File: src/rtl/led_div_seq_pkg.sv
// Shared types and widths for the LED divider sequencer.
// The program table holds NSTEP entries of {divider, dwell-in-ticks}.
package led_pkg;

  localparam int DIV_W   = 5;
  localparam int DWELL_W = 16;
  localparam int NSTEP   = 4;
  localparam int STEP_W  = 2;

  typedef enum logic [1:0] {
    IDLE  = 2'd0,
    LOAD  = 2'd1,
    DWELL = 2'd2,
    HOST  = 2'd3
  } state_e;

  typedef struct packed {
    logic [DIV_W-1:0]   div;
    logic [DWELL_W-1:0] dwell;
  } prog_entry_t;

  // A zero dwell still holds the rate for one tick.
  function automatic logic [DWELL_W-1:0] dwell_target(input logic [DWELL_W-1:0] d);
    return (d == '0) ? DWELL_W'(1) : d;
  endfunction

endpackage

File: src/rtl/led_div_seq_tick_gen.sv
// Prescaler that counts 0..TICK_CYC-1 and emits a one-cycle tick on the
// last count; a synchronous clear holds it at zero.
module tick_gen #(
  parameter int TICK_CYC = 10
) (
  input  logic clk,
  input  logic rst_n,
  input  logic clr_i,
  output logic tick_o
);

  localparam int CNT_W = (TICK_CYC > 2) ? $clog2(TICK_CYC) : 1;
  localparam logic [CNT_W-1:0] LAST = CNT_W'(TICK_CYC - 1);

  logic [CNT_W-1:0] cnt_q, cnt_d;
  logic             at_last;

  assign at_last = (cnt_q == LAST);

  always_comb begin
    cnt_d = cnt_q;
    if (clr_i) begin
      cnt_d = '0;
    end else if (at_last) begin
      cnt_d = '0;
    end else begin
      cnt_d = cnt_q + CNT_W'(1);
    end
  end

  always_ff @(posedge clk or negedge rst_n) begin
    if (!rst_n) begin
      cnt_q <= '0;
    end else begin
      cnt_q <= cnt_d;
    end
  end

  assign tick_o = at_last && !clr_i;

endmodule

File: src/rtl/led_div_seq.sv
// Steps the LED counter divider through a 4-entry blink program with a
// per-entry dwell, and lets a host override pre-empt the program.
module led_div_seq
  import led_pkg::*;
#(
  parameter int CLK_HZ  = 100_000_000,
  parameter int TICK_HZ = 1000
) (
  input  logic               clk100,
  input  logic               rst_n,
  input  logic               en_i,
  input  logic               host_req_i,
  input  logic [DIV_W-1:0]   host_div_i,
  output logic               host_ack_o,
  input  logic               prog_we_i,
  input  logic [STEP_W-1:0]  prog_addr_i,
  input  logic [DIV_W-1:0]   prog_div_i,
  input  logic [DWELL_W-1:0] prog_dwell_i,
  output logic [DIV_W-1:0]   div_o,
  output logic               wren_o,
  output logic [STEP_W-1:0]  step_o,
  output logic               busy_o,
  output state_e             dbg_state_o
);

  localparam int TICK_CYC = CLK_HZ / TICK_HZ;

  if ((TICK_CYC < 2) || ((CLK_HZ % TICK_HZ) != 0)) begin : g_bad_tick
    $error("led_div_seq: CLK_HZ/TICK_HZ must be an integer >= 2");
  end

  // wren_o is a one-cycle strobe with div_o valid in the same cycle; there
  // is no back-pressure, the LED counter must accept every strobe.
  state_e             state_q, state_d;
  logic [STEP_W-1:0]  step_q, step_d;
  logic [DIV_W-1:0]   div_q, div_d;
  logic               wren_q, wren_d;
  logic               ack_q, ack_d;
  logic               busy_q, busy_d;
  logic [DWELL_W-1:0] dwell_cnt_q, dwell_cnt_d;
  logic [DWELL_W-1:0] dwell_tgt_q, dwell_tgt_d;
  logic               host_wr_q, host_wr_d;
  prog_entry_t        table_q [NSTEP];
  prog_entry_t        table_d [NSTEP];

  prog_entry_t        cur;
  logic               tick;
  logic               tick_clr;
  logic               expire;

  assign tick_clr = (state_q != DWELL);

  tick_gen #(
    .TICK_CYC (TICK_CYC)
  ) u_tick_gen (
    .clk    (clk100),
    .rst_n  (rst_n),
    .clr_i  (tick_clr),
    .tick_o (tick)
  );

  // The tick that brings the count up to the target ends the dwell.
  assign expire = tick &&
                  (({1'b0, dwell_cnt_q} + 17'd1) >= {1'b0, dwell_tgt_q});

  always_comb begin
    table_d = table_q;
    if (prog_we_i) begin
      table_d[prog_addr_i].div   = prog_div_i;
      table_d[prog_addr_i].dwell = prog_dwell_i;
    end
  end

  always_comb begin
    state_d     = state_q;
    step_d      = step_q;
    div_d       = div_q;
    wren_d      = 1'b0;
    ack_d       = 1'b0;
    dwell_cnt_d = dwell_cnt_q;
    dwell_tgt_d = dwell_tgt_q;
    host_wr_d   = 1'b0;
    cur         = table_q[step_q];

    case (state_q)
      IDLE: begin
        if (host_req_i) begin
          state_d = HOST;
        end else if (en_i) begin
          state_d = LOAD;
          step_d  = '0;
        end
      end

      LOAD: begin
        if (!en_i) begin
          state_d = IDLE;
        end else begin
          div_d       = cur.div;
          wren_d      = 1'b1;
          dwell_cnt_d = '0;
          dwell_tgt_d = dwell_target(cur.dwell);
          state_d     = host_req_i ? HOST : DWELL;
        end
      end

      DWELL: begin
        if (!en_i) begin
          state_d = IDLE;
        end else if (host_req_i) begin
          state_d = HOST;
        end else if (expire) begin
          state_d = LOAD;
          step_d  = step_q + STEP_W'(1);
        end else if (tick) begin
          dwell_cnt_d = dwell_cnt_q + DWELL_W'(1);
        end
      end

      HOST: begin
        // Only the first HOST cycle writes; later host_div_i changes are ignored.
        if (!host_wr_q) begin
          div_d  = host_div_i;
          wren_d = 1'b1;
          ack_d  = 1'b1;
        end
        if (host_req_i) begin
          host_wr_d = 1'b1;
        end else begin
          state_d = en_i ? LOAD : IDLE;
        end
      end

      default: begin
        state_d = IDLE;
      end
    endcase
  end

  assign busy_d = (state_d != IDLE);

  always_ff @(posedge clk100 or negedge rst_n) begin
    if (!rst_n) begin
      state_q     <= IDLE;
      step_q      <= '0;
      div_q       <= '0;
      wren_q      <= 1'b0;
      ack_q       <= 1'b0;
      busy_q      <= 1'b0;
      dwell_cnt_q <= '0;
      dwell_tgt_q <= '0;
      host_wr_q   <= 1'b0;
      for (int i = 0; i < NSTEP; i++) begin
        table_q[i] <= '0;
      end
    end else begin
      state_q     <= state_d;
      step_q      <= step_d;
      div_q       <= div_d;
      wren_q      <= wren_d;
      ack_q       <= ack_d;
      busy_q      <= busy_d;
      dwell_cnt_q <= dwell_cnt_d;
      dwell_tgt_q <= dwell_tgt_d;
      host_wr_q   <= host_wr_d;
      table_q     <= table_d;
    end
  end

  assign div_o       = div_q;
  assign wren_o      = wren_q;
  assign host_ack_o  = ack_q;
  assign step_o      = step_q;
  assign busy_o      = busy_q;
  assign dbg_state_o = state_q;

endmodule

File: config.mk
export PLATFORM = sky130hd
export DESIGN_NAME = led_div_seq
export DESIGN_NICKNAME = d
export VERILOG_FILES = /design/src/rtl/led_div_seq_pkg.sv /design/src/rtl/led_div_seq_tick_gen.sv /design/src/rtl/led_div_seq.sv
export SDC_FILE = /design/constraint.sdc
export NUM_CORES = 1
export LEC_CHECK = 0
export ABC_CLOCK_PERIOD_IN_PS = 8300
export CAP_MARGIN = 25
export CORE_MARGIN = 3
export CORE_UTILIZATION = 40
export CTS_CLUSTER_SIZE = 24
export DETAILED_ROUTE_END_ITERATION = 10
export PLACE_DENSITY = 0.67
export SYNTH_ARGS = -nofsm -noshare
export SYNTH_HDL_FRONTEND = slang
export SYNTH_HIERARCHICAL = 1
export SYNTH_SLANG_ARGS = --single-unit
File: constraint.sdc
create_clock -name clk100 -period 8.3 [get_ports clk100]
set_input_delay 0.83 -clock clk100 [delete_from_list [all_inputs] [get_ports clk100]]
set_output_delay 0.83 -clock clk100 [all_outputs]
set_load 0.01 [all_outputs]
==> Implementation_results.wiki <==
{| class="wikitable"
! Metric !! Value
|-
| Result of the run || finished clean
|-
| Relative slew margins || 43.9%
|-
| Compound-gate portion of the synthesized area || 4.34%
|-
| Starting Density || 40.9%
|-
| Wire length of the first global-routing pass || 24.5 mm
|-
| CTS Buf Count || 17
|-
| Number of antenna violations at the first check in global routing || 0
|-
| Register area share after synthesis || 51.5%
|-
| Total routing resource utilization after global routing || 15.5%
|-
| Placeable core region || 0.0174 mm2
|-
| Most numerous cell types in the synthesized netlist || 146 x dfrtp_1, 100 x mux2_2, 40 x nor2_1
|-
| Ratio of cells with drive above 1 in the final layout || 28.3%
|-
| Power, Total || 2450 uW
|-
| TNS Setup || 0 ps
|-
| Core Rows || 48
|-
| Yosys warning total || 6
|-
| Diode count || 0
|-
| Distinct cell type count of the synthesized netlist || 53
|-
| Vertical extent of the die || 139 um
|-
| Root buffer cell || clkbuf_16
|-
| Remaining global-route overflow || 0
|-
| Number of nets in the final layout || 668
|-
| Via count of the first global-routing pass || 4891
|-
| CTS tree || yes
|-
| Share of flip-flops with an asynchronous set or reset || 100%
|-
| Number of sinks on the clock net || 146
|-
| Average wire per standard cell || 16.6 um
|-
| Remaining routing DRC violations || 0
|-
| Share of Yosys cell area claimed by the top area cell type || 51.5%
|-
| Worst path arrival time || 4110 ps
|-
| Adder-cell share of the synthesized area || 3.17%
|-
| Area growth syn-to-layout || 18.3%
|-
| Full die area || 0.0194 mm2
|-
| Xor and xnor fraction of the mapped netlist area || 2.96%
|-
| Clock latency on the worst-skew pair || 420 ps
|-
| # setup viols final || 0
|-
| Netlist area before placement || 0.00709 mm2
|-
| Final Max Slew Viols || 0
|-
| Overall die width || 139 um
|-
| Yosys reg bits || 146
|-
| Mux contribution to synthesized area || 23.2%
|-
| Final period util || 45.5%
|-
| Number of synthesized flops with an enable pin || 0
|-
| Combinational family with the most area after synthesis || multiplexers
|-
| Highest ir drop seen on vdd || 0.180 mV
|-
| Maximum number of pins on one net before global-route repair || 86
|-
| Highest Clock Rate || 265 MHz
|-
| Highest fanout seen on the critical path || 17
|-
| Min-Delay Path Class || reg -> reg
|-
| Number of placed cells counting well taps || 822
|-
| H-tree depth reported by CTS || 4
|-
| Max Cap Violations || 0
|-
| Detailed placer's ending HPWL || 9.63 mm
|-
| Post-CTS Resized || 0
|-
| Most common cell in the netlist || dfrtp_1
|-
| Number of failing hold endpoints at the final stage || 0
|-
| Skew final || 5.82 ps
|-
| Simple-gate share of the synthesized area || 11.9%
|-
| Filler instances || 1479
|-
| Synthesized netlist net count || 618
|-
| Avg Synthesized Cell Area || 12.5 um2
|-
| Syn Inst Count || 567
|-
| Static leakage power || 0.00359 uW
|-
| Drt via density || 5.32
|-
| Post-layout min period || 3770 ps
|-
| # IOs || 45
|-
| Actual transition at the worst max-transition pin || 839 ps
|-
| Port bufs || 44
|-
| Iteration count of the initial detailed-routing pass || 4
|-
| Clock Pin Slew Worst Setup and Hold Paths || 60 ps
|-
| Setup repair after global routing missed its margin || false
|-
| Number of buffers on the longest clock path || 2
|-
| Layout Cells excl Fill || 855
|-
| Worst setup SP type || flop
|-
| Number of buffers inserted by hold repair at cts || 0
|-
| Vias after detailed routing || 4550
|-
| Most area-consuming cells after synthesis || dfrtp_1 51%, mux2_2 16%, mux4_2 6.7%
|-
| Yosys top cell by area || dfrtp_1
|-
| Final Wtd Congestion || 0.786
|-
| Required time of the critical path || 8630 ps
|-
| Post-CTS Repair Setup Buffers || 0
|-
| WS Path Type || reg -> reg
|-
| Overall routed net length || 14.2 mm
|-
| Iteration-0 DRC Markers || 174
|-
| Element type at the critical path end || flop
|-
| Most used DFF post-synth || dfrtp_1
|-
| Number of nets with antenna violations after detailed routing || 0
|-
| Power Dens Cells || 292 mW/mm2
|}
==> flip-flops by register name (all words and copies together) (netlist names) <==
name,cells
busy_o,1
dbg_state_o,2
div_o,5
dwell_cnt_q,16
dwell_tgt_q,16
host_ack_o,1
host_wr_q,1
step_o,2
table_q,84
u_tick_gen/cnt_q,17
wren_o,1
==> placed cells by master (no fill, tap or decap), drive strengths merged, types with 4 or more instances in the layout <==
| cell type | synthesis | layout |
|---|---|---|
| a21oi | 15 | 15 |
| a22o | 5 | 5 |
| buf | 10 | 8 |
| bufinv | 0 | 4 |
| clkbuf | 11 | 20 |
| clkdlybuf4s50 | 0 | 43 |
| clkinvlp | 0 | 5 |
| dfrtp | 146 | 146 |
| ha | 18 | 18 |
| inv | 25 | 26 |
| mux2 | 100 | 100 |
| mux2i | 5 | 5 |
| mux4 | 21 | 21 |
| nand2 | 32 | 32 |
| nand3 | 25 | 25 |
| nand4 | 8 | 8 |
| nor2 | 41 | 41 |
| nor2b | 4 | 4 |
| nor3 | 6 | 6 |
| nor4 | 12 | 12 |
| o21ai | 19 | 19 |
| or2 | 7 | 7 |
| xnor2 | 18 | 18 |
| xor2 | 6 | 6 |
==> area by class of cell <==
class,instances,area [um2],share of cell area [%]
repair buffers,52,502,5.98
clock buffers,19,433,5.16
well taps,225,282,3.35
inverters,25,93.8,1.12
multi-input cells,375,3240,38.7
clock inverters,13,185,2.21
flip-flops and latches,146,3650,43.5
==> worst max-delay path, stage by stage (launching register included) <==
cell,delay [ps]
dfrtp_1,430
and3_1,220
nand3_1,160
nor2_1,310
nand3_1,140
and2_1,180
or2_2,290
ha_1,270
nand4_1,90
nor4_1,240
nor2_1,70
o211ai_1,430
o31a_1,570
nor2_1,110
o21ai_0,190
==> cells by family after synthesis <==
family	after synthesis
flip-flops	146
adder cells (fa/ha/maj)	18
XOR/XNOR	24
AND/OR/NAND/NOR	156
multiplexers	126
AO/OA/AOI/OAI	51
buffers and inverters	46
==> path summary, 6_finish.rpt <==
path | depth (start not counted) | slack (ps) | end | startpoint
setup / recovery | 14 | 4530 | dwell_cnt_q[15]$_DFFE_PN0P_ | dwell_cnt_q[2]$_DFFE_PN0P_
hold / removal | 1 | 440 | host_ack_o$_DFF_PN0_ | host_wr_q$_DFF_PN0_
setup reg to reg | 14 | 4530 | dwell_cnt_q[15]$_DFFE_PN0P_ | dwell_cnt_q[2]$_DFFE_PN0P_
hold reg to reg | 1 | 440 | host_ack_o$_DFF_PN0_ | host_wr_q$_DFF_PN0_
max in group asynchronous | 2 | 6580 | dwell_cnt_q[0]$_DFFE_PN0P_ | rst_n
min in group asynchronous | 1 | 460 | table_q[79]$_DFFE_PN0P_ | rst_n
==> routing by layer <==
metal / share of wire [%] / GRT usage (%) / vias to the layer above
li1: - / - / 2143
met1: 46 / 20.3 / 2330
met2: 51 / 26.2 / 63
met3: 2.6 / 3.34 / 14
met4: 1.0 / 4.43 / 0
met5: 0 / 0 / -
==> report_power, final <==
part	internal [uW]	total (uW)	switching, uW
sequential	866	954	88.3
clock	503	801	299
combinational	362	692	330
==> per-stage QoR <==
stage / hold WS (ps) / utilization [%] / setup WS, ps / cell area (um2)
2_1_floorplan: 398 / - / 5130 / 7090
3_3_place_gp: 422 / 44.8 / 4670 / 7770
3_5_place_dp: 414 / 44.8 / 4560 / 7770
4_1_cts: 439 / 48.3 / 4540 / 8390
5_1_grt: 456 / 48.4 / 4220 / 8390
6_report: 443 / 48.4 / 4530 / 8390
Note: power is estimated with default switching activity, not from simulation.
